===== src/rtl/rmii_frame_gen.sv =====
// RMII receive-side frame generator: preamble, fixed MAC header, 46-byte payload, CRC-32 FCS, then IPG.
// First dibit appears one cycle after an accepted start; start is ignored (not queued) while busy.
module rmii_frame_gen #(
    parameter logic [47:0] DST_MAC    = 48'hFF_FF_FF_FF_FF_FF,
    parameter logic [47:0] SRC_MAC    = 48'h12_34_56_78_9A_BC,
    parameter int          IPG_CYCLES = 48
) (
    input  logic        clk,
    input  logic        rst,
    input  logic [15:0] data,
    input  logic [15:0] ethertype,
    input  logic        start,
    output logic        crsdv,
    output logic [1:0]  rxd,
    output logic        busy,
    output logic        done
);

    typedef enum logic [2:0] {IDLE, PREAMBLE, HEADER, PAYLOAD, FCS, IPG} state_t;

    localparam logic [15:0] IPG_LAST = 16'(IPG_CYCLES - 1);

    state_t      state_q;
    logic [15:0] cnt_q;
    logic [15:0] data_q;
    logic [15:0] eth_q;
    logic [31:0] crc_q;
    logic        crsdv_q;
    logic [1:0]  rxd_q;
    logic        busy_q;
    logic        done_q;

    logic [7:0]  byte_d;
    logic [1:0]  dibit_d;
    logic [31:0] crc_d;
    logic [31:0] fcs_d;
    logic        last_d;
    logic        tx_d;

    // Reflected CRC-32, two serial bits per call, rxd[0] consumed first.
    function automatic logic [31:0] crc_dibit(input logic [31:0] c, input logic [1:0] d);
        logic [31:0] r;
        r = c;
        for (int i = 0; i < 2; i++) begin
            r = (r[0] ^ d[i]) ? ((r >> 1) ^ 32'hEDB88320) : (r >> 1);
        end
        return r;
    endfunction

    always_comb begin
        byte_d = 8'h00;
        last_d = 1'b0;
        case (state_q)
            PREAMBLE: begin
                byte_d = (cnt_q[4:2] == 3'd7) ? 8'hD5 : 8'h55;
                last_d = (cnt_q == 16'd31);
            end
            HEADER: begin
                case (cnt_q[5:2])
                    4'd0:    byte_d = DST_MAC[47:40];
                    4'd1:    byte_d = DST_MAC[39:32];
                    4'd2:    byte_d = DST_MAC[31:24];
                    4'd3:    byte_d = DST_MAC[23:16];
                    4'd4:    byte_d = DST_MAC[15:8];
                    4'd5:    byte_d = DST_MAC[7:0];
                    4'd6:    byte_d = SRC_MAC[47:40];
                    4'd7:    byte_d = SRC_MAC[39:32];
                    4'd8:    byte_d = SRC_MAC[31:24];
                    4'd9:    byte_d = SRC_MAC[23:16];
                    4'd10:   byte_d = SRC_MAC[15:8];
                    4'd11:   byte_d = SRC_MAC[7:0];
                    4'd12:   byte_d = eth_q[15:8];
                    4'd13:   byte_d = eth_q[7:0];
                    default: byte_d = 8'h00;
                endcase
                last_d = (cnt_q == 16'd55);
            end
            PAYLOAD: begin
                case (cnt_q[7:2])
                    6'd0:    byte_d = data_q[15:8];
                    6'd1:    byte_d = data_q[7:0];
                    default: byte_d = 8'h00;
                endcase
                last_d = (cnt_q == 16'd183);
            end
            FCS:     last_d = (cnt_q == 16'd15);
            IPG:     last_d = (cnt_q == IPG_LAST);
            default: last_d = 1'b0;
        endcase

        fcs_d   = ~crc_q;
        dibit_d = (state_q == FCS) ? fcs_d[{cnt_q[3:0], 1'b0} +: 2]
                                   : byte_d[{cnt_q[1:0], 1'b0} +: 2];
        tx_d    = (state_q == PREAMBLE) || (state_q == HEADER) ||
                  (state_q == PAYLOAD)  || (state_q == FCS);
        crc_d   = ((state_q == HEADER) || (state_q == PAYLOAD)) ? crc_dibit(crc_q, dibit_d) : crc_q;
    end

    // Outputs are registered from the current state, so the wire lags the state by one cycle.
    always_ff @(posedge clk or posedge rst) begin
        if (rst) begin
            state_q <= IDLE;
            cnt_q   <= '0;
            data_q  <= '0;
            eth_q   <= '0;
            crc_q   <= 32'hFFFF_FFFF;
            crsdv_q <= 1'b0;
            rxd_q   <= 2'b00;
            busy_q  <= 1'b0;
            done_q  <= 1'b0;
        end else begin
            done_q  <= 1'b0;
            crsdv_q <= tx_d;
            rxd_q   <= tx_d ? dibit_d : 2'b00;
            crc_q   <= crc_d;
            cnt_q   <= last_d ? 16'd0 : cnt_q + 16'd1;
            case (state_q)
                IDLE: begin
                    cnt_q <= '0;
                    if (start) begin
                        data_q  <= data;
                        eth_q   <= ethertype;
                        crc_q   <= 32'hFFFF_FFFF;
                        busy_q  <= 1'b1;
                        state_q <= PREAMBLE;
                    end
                end
                PREAMBLE: if (last_d) state_q <= HEADER;
                HEADER:   if (last_d) state_q <= PAYLOAD;
                PAYLOAD:  if (last_d) state_q <= FCS;
                FCS:      if (last_d) state_q <= IPG;
                IPG: begin
                    done_q <= (cnt_q == 16'd0);
                    if (last_d) begin
                        state_q <= IDLE;
                        busy_q  <= 1'b0;
                    end
                end
                default: state_q <= IDLE;
            endcase
        end
    end

    assign crsdv = crsdv_q;
    assign rxd   = rxd_q;
    assign busy  = busy_q;
    assign done  = done_q;

endmodule


===== config.mk =====
export PLATFORM = sky130hd
export DESIGN_NAME = rmii_frame_gen
export DESIGN_NICKNAME = d
export VERILOG_FILES = /design/src/rtl/rmii_frame_gen.sv
export SDC_FILE = /design/constraint.sdc
export NUM_CORES = 1
export LEC_CHECK = 0
export CORE_MARGIN = 5
export CORE_UTILIZATION = 58
export CTS_CLUSTER_SIZE = 25
export DETAILED_ROUTE_END_ITERATION = 6
export DONT_BUFFER_PORTS = 1
export PLACE_DENSITY_LB_ADDON = 0.15
export SLEW_MARGIN = 15
export SYNTH_ARGS = -nofsm -noshare
export SYNTH_HDL_FRONTEND = slang
export SYNTH_SLANG_ARGS = --single-unit

===== constraint.sdc =====
create_clock -name clk -period 2.8 [get_ports clk]
set_clock_uncertainty 0.15 [all_clocks]
set_input_delay 0.28 -clock clk [delete_from_list [all_inputs] [get_ports clk]]
set_output_delay 0.28 -clock clk [all_outputs]
set_load 0.01 [all_outputs]

After elaboration in Yosys (flattened, before gate mapping)
Index checks and enable logic that the tools add are counted.

Register bits: 88. Latch bits: 0. Bits in writable memories: 0. Memory bits (read-only): 0. Input bits: 35. Word-level logic and storage cells: 86. Memories kept: 0.

Add/subtract/negate cells: 1. $mul: 0. Div/mod/pow operators: 0. Magnitude comparators: 0. Equality and inequality tests: 31. Shift operators: 2. Muxes and demuxes: 25. Bitwise operators: 5. Reductions and logical operators: 13.

Operators by type and width (count): $mux W32 (5); $pmux W8 S9 (1); $eq A16 B6 Y1 const B (2); $mux W16 (2); $not A32 Y32 (1); $shiftx A32 B6 Y2 (1); $not A13 Y14 (2); $eq A4 B4 Y1 const B (6); $pmux W8 S3 (1); $mux W3 (6); $pmux W3 S6 (1); $add A16 B1 Y16 const B (1); $eq A16 B4 Y1 const B (1); $eq A16 B5 Y1 const B (1); $eq A16 B8 Y1 const B (1); $eq A4 B3 Y1 const B (4); $logic_not A16 Y1 (1); $pmux W8 S2 (1); $ne A2 B2 Y1 const B (6); $eq A3 B3 Y1 const B (3); $eq A4 B2 Y1 const B (2); $mux W8 (1); $shiftx A8 B4 Y2 (1); $eq A3 B2 Y1 const B (2); 17 further kinds (24).

Depth between registers and ports, before layout
Depth in word-level cells: 13. Gate-level depth with buffers: 10. Gate-level depth less buffers: 7.

Least setup slack after synthesis
No wires, ideal clock.

Kind: register -> register. Start point: reg cnt_q[0]. End point: reg crc_q[30]. Library setup time: 0.073 ns. Data arrival time: 2.406 ns. Required time: 2.577 ns. Slack: 0.171 ns. Cell stages (with the launch flop): 10. Cell sequence: dfrtp_1 buf_6 mux4_2 and2_0 a22oi_1 o31ai_1 o21ai_1 buf_6 xnor3_1 a21oi_1.

Longest elaborated chain between the ends: 9. Elaborated cells on any way between the ends: 11. Classes of those cells: 2 x shift; 6 x mux; 3 x bitwise.

Ends and longest elaborated chain: from (decl) (line 24) `logic [15:0] cnt_q;`; from (signal assigned) (line 116) `cnt_q <= last_d ? 16'd0 : cnt_q + 16'd1;`; $shiftx A32 B6 Y2 or $shiftx A8 B4 Y2 (tied branches) (line 92, 93); $mux W2 (*) (line 92) `dibit_d = (state_q == FCS) ? fcs_d[{cnt_q[3:0], 1'b0} +: 2]`; $xor A1 B1 Y1 (line 45) `r = (r[0] ^ d[i]) ? ((r >> 1) ^ 32'hEDB88320) : (r >> 1);`; $mux W32 (line 45); $not A13 Y14 (no source line); $mux W32 (*) (line 45); $mux W32 (*) (line 96) `crc_d = ((state_q == HEADER) || (state_q == PAYLOAD)) ? crc_dibit(crc_q, dibit_d) : crc_q;`; $mux W32 (line 120) `if (start) begin`; $mux W32 (*) (line 117) `case (state_q)`; to (signal assigned) (line 115) `crc_q <= crc_d;`; to (decl) (line 27) `logic [31:0] crc_q;`.

Mark *: on every way between the ends. The rest lies on a longest branch, timed or not. A chain may end at the register's enable or synchronous reset.

Worst setup path after layout
Start point: reg cnt_q[5]. End point: reg crc_q[30].

Longest elaborated chain between the ends: 13. Elaborated cells on any way between the ends: 30. Classes of those cells: 14 x eq/ne; 1 x shift; 9 x mux; 3 x bitwise; 3 x reduce/logical.

Ends and longest elaborated chain: $eq A4 B3 Y1 (tied with other cells) (line 59) `case (cnt_q[5:2])`; $reduce_or A6 Y1 (no source line); $pmux W8 S9 (line 59); $pmux W8 S3 (*) (line 53) `case (state_q)`; $shiftx A8 B4 Y2 (*) (line 93) `: byte_d[{cnt_q[1:0], 1'b0} +: 2];`; $mux W2 (*) (line 92); $xor A1 B1 Y1 (line 45); $mux W32 (line 45); $not A13 Y14 (no source line); $mux W32 (*) (line 45); $mux W32 (*) (line 96); $mux W32 (line 120); $mux W32 (*) (line 117).

Marks and branches as above.

==> flow_summary.toml <==
[min_path]
min_path_type = "in2reg"
hold_end = "state_q[0]"
worstHoldStart = "start"
hold_depth = 3

[synth]
yosys_warnings = 0
yosys.area_share.simple = 0.200
synthArstFlopShare = 1.00
synth_cell_type_count = 58
syn-mean-instance-area_um2 = 9.48
synth-adder-area-share = 0.00486
synthCells = 543
synth_nets = 580
synthesis.area_mm2 = 0.00514
synth-seq-cells = 88
synth_edf_count = 0
synth_top_family_by_area = "simple AND/OR/NAND/NOR gates"
synth_xor_area_frac = 0.138
synthFlopType = "dfrtp_1"
yosysSeqAreaShare = 0.436
synth-compound-area-share = 0.102
synth_mux_area_frac = 0.0691

[global_routing]
gr-total-overflow = 0
grt_pass1_vias = 3907
grt_pass1_wl_um = 19300
grt_max_degree = 51
antenna_found_initial = 0
grt.total_usage = 0.215

[finish]
layout-drive-gt1-share = 0.167
multi_input_area_mm2 = 0.00265
layout_common_cells = "nand2_1 (135), dfrtp_1 (56), nor2_1 (37)"
final_common_cell = "nand2_1"
fin_cells = 683
regArea_mm2 = 0.00224
n_antenna_cell = 0
finalNetCount = 607
stdcell_area_mm2 = 0.00583
syn2layout_area_growth_pct = 13.4
nFillCells = 688

[clock_network]
htreeDepth = 3
cts_root_buf = "clkbuf_8"
cts_buffers = 9
clkTransAtPathRegs_ns = 0.10
clockBufferDepth = 2
cts_tree = "done"
clk_latency_ns = 0.36
cts.sinks = 88

[drt]
vias = 3921
drt-initial-drc-count = 286
wire_per_inst_um = 16.4
m1WireLength_um = 5120
wl_met2_um = 5480
met3_length_um = 493
drtPass1Iterations = 5
drcViolationCount = 0
routed_wl_um = 11200
top_layer_used = "met4"
drtAntennaViolNets = 0
viasPerCell = 5.74

[sta]
hold_viol = 0
tightest_slew_ns = 0.738
rsz0062_at_grt = "no"
timing.final.crit_period_ns = 2.59
setup_viol = 0
slew-limit-headroom = 0.508
fmax_mhz = 386
fin_tns_setup_ns = 0
period_share = 0.924
finalMaxSlewViolations = 0
setup_slack_ns = 0.213

[critical_path]
cp.arrival_ns = 2.74
start_kind = "flop"
max_stage_delay_ns = 0.39
critPathKind = "reg2reg"
reg2reg_depth = 9
cp_cell_sequence = "buf_4 > and2_1 > a211oi_4 > o21ai_1 > o21a_4 > a211oi_4 > buf_12 > xnor3_1 > a21oi_1"
cp-end-kind = "flop"
crit_path_top_delay_cell = "dfrtp_1"
reg2reg_from = "cnt_q[5]"
critPathMaxFanout = 15
rr_endpoint = "crc_q[30]"
required_ns = 2.95
cp_common_cell = "a211oi_4"
rrSetupSlack_ns = 0.21

[placed_design]
place.gp.congestion = 0.835
hpwlAfterDp_um = 7510
port_buffers = 0
place_ws_ns = 0.237
dpl.cell_count = 634
place_area_mm2 = 0.00531

[run]
drv_cap = 0

[die]
ioPinCount = 40
rows = 34
core_mm2 = 0.00868
die_h_um = 104
dieArea_mm2 = 0.0109
start_util = 0.593
die_w_um = 104

[power_and_ir_drop]
p_leak_nw = 2.64
powerDensity_mw_per_mm2 = 1250
ir_drop_v = 0.000708
p_total_mw = 7.32

[outcome]
status = "finished, final reports clean"
worst max-delay path by stage:
stage	start	endpoint	slack (ns)	cells after the start
final	cnt_q[5]	crc_q[30]	0.21	9
after global routing	cnt_q[5]	crc_q[30]	0.06	9
after CTS	cnt_q[0]	crc_q[30]	0.22	7
after detailed placement	cnt_q[0]	crc_q[26]	0.24	7
after global placement	cnt_q[0]	crc_q[30]	0.27	7
after floorplan	rst	busy	0.14	1
sequential cells by signal (all words and copies together), names as in the netlist:
| register | cells |
|---|---|
| rxd | 2 |
| data_q | 16 |
| busy | 1 |
| crc_q | 32 |
| eth_q | 16 |
| crsdv | 1 |
| done | 1 |
| cnt_q | 16 |
| state_q | 3 |
metal layers:
metal	global-route usage	up-vias
li1	-	1871
met1	0.309	1933
met2	0.344	101
met3	0.0292	16
met4	0.0601	0
met5	0	-
area by class of cell:
cell class              instances  share of cell area
well taps                     108              0.0232
inverters                      11             0.00729
repair buffers                 59              0.0987
multi-input cells             401               0.453
flip-flops and latches         88               0.384
clock inverters                 7              0.0118
clock buffers                   9              0.0212
cell families after synthesis:
| group | count (synthesis) |
|---|---|
| AND/OR/NAND/NOR | 233 |
| AO/OA/AOI/OAI | 83 |
| buffers and inverters | 54 |
| XOR/XNOR | 59 |
| adder cells (fa/ha/maj) | 2 |
| flip-flops | 88 |
| multiplexers | 24 |
through the flow:
stage,hold slack [ns],util
after CTS,0.0875,0.672
after global placement,0.154,0.612
after detailed placement,0.155,0.612
final,0.105,0.672
after floorplan,0.235,-
after global routing,0.135,0.672
what timing repair did:
item                                   in CTS  in global routing
gates resized for setup                     0                  0
endpoints found under the hold margin      73                  0
buffers inserted                            0                  0
hold buffers                               33                  0
report_power, final:
| part | internal (mW) | total (mW) | switching [mW] |
|---|---|---|---|
| logic | 2.09 | 3.99 | 1.90 |
| registers | 2.01 | 2.45 | 0.443 |
| clock network | 0.353 | 0.871 | 0.519 |
worst max-delay path: cells and delay by family (launching register included):
kind | cells | cell delay [ns]
DFF | 1 | 0.39
xor gates and xnor gates | 1 | 0.31
buffers and inverters | 2 | 0.39
and+or+nand+nor | 1 | 0.19
AOI/OAI and AO/OA | 5 | 1.09
synthesized netlist by cell type (6+ instances only):
master    count  area (µm²)
clkbuf_1     25        93.8
xnor2_1      32         280
inv_1        11        41.3
mux4_2        9         203
nand3_1      21         105
xor2_1       13         114
dfrtp_1      56        1400
mux2i_1      13         130
xnor3_1      14         315
buf_2         9        45.0
nand2_1     135         507
o21ai_0      17        85.1
nor2_1       37         139
nor3_1        6        30.0
o21ai_1      15        75.1
a21oi_1      26         130
dfstp_2      32         841
nor2b_1       8        50.1
Note: power is estimated with default switching activity, not from simulation.
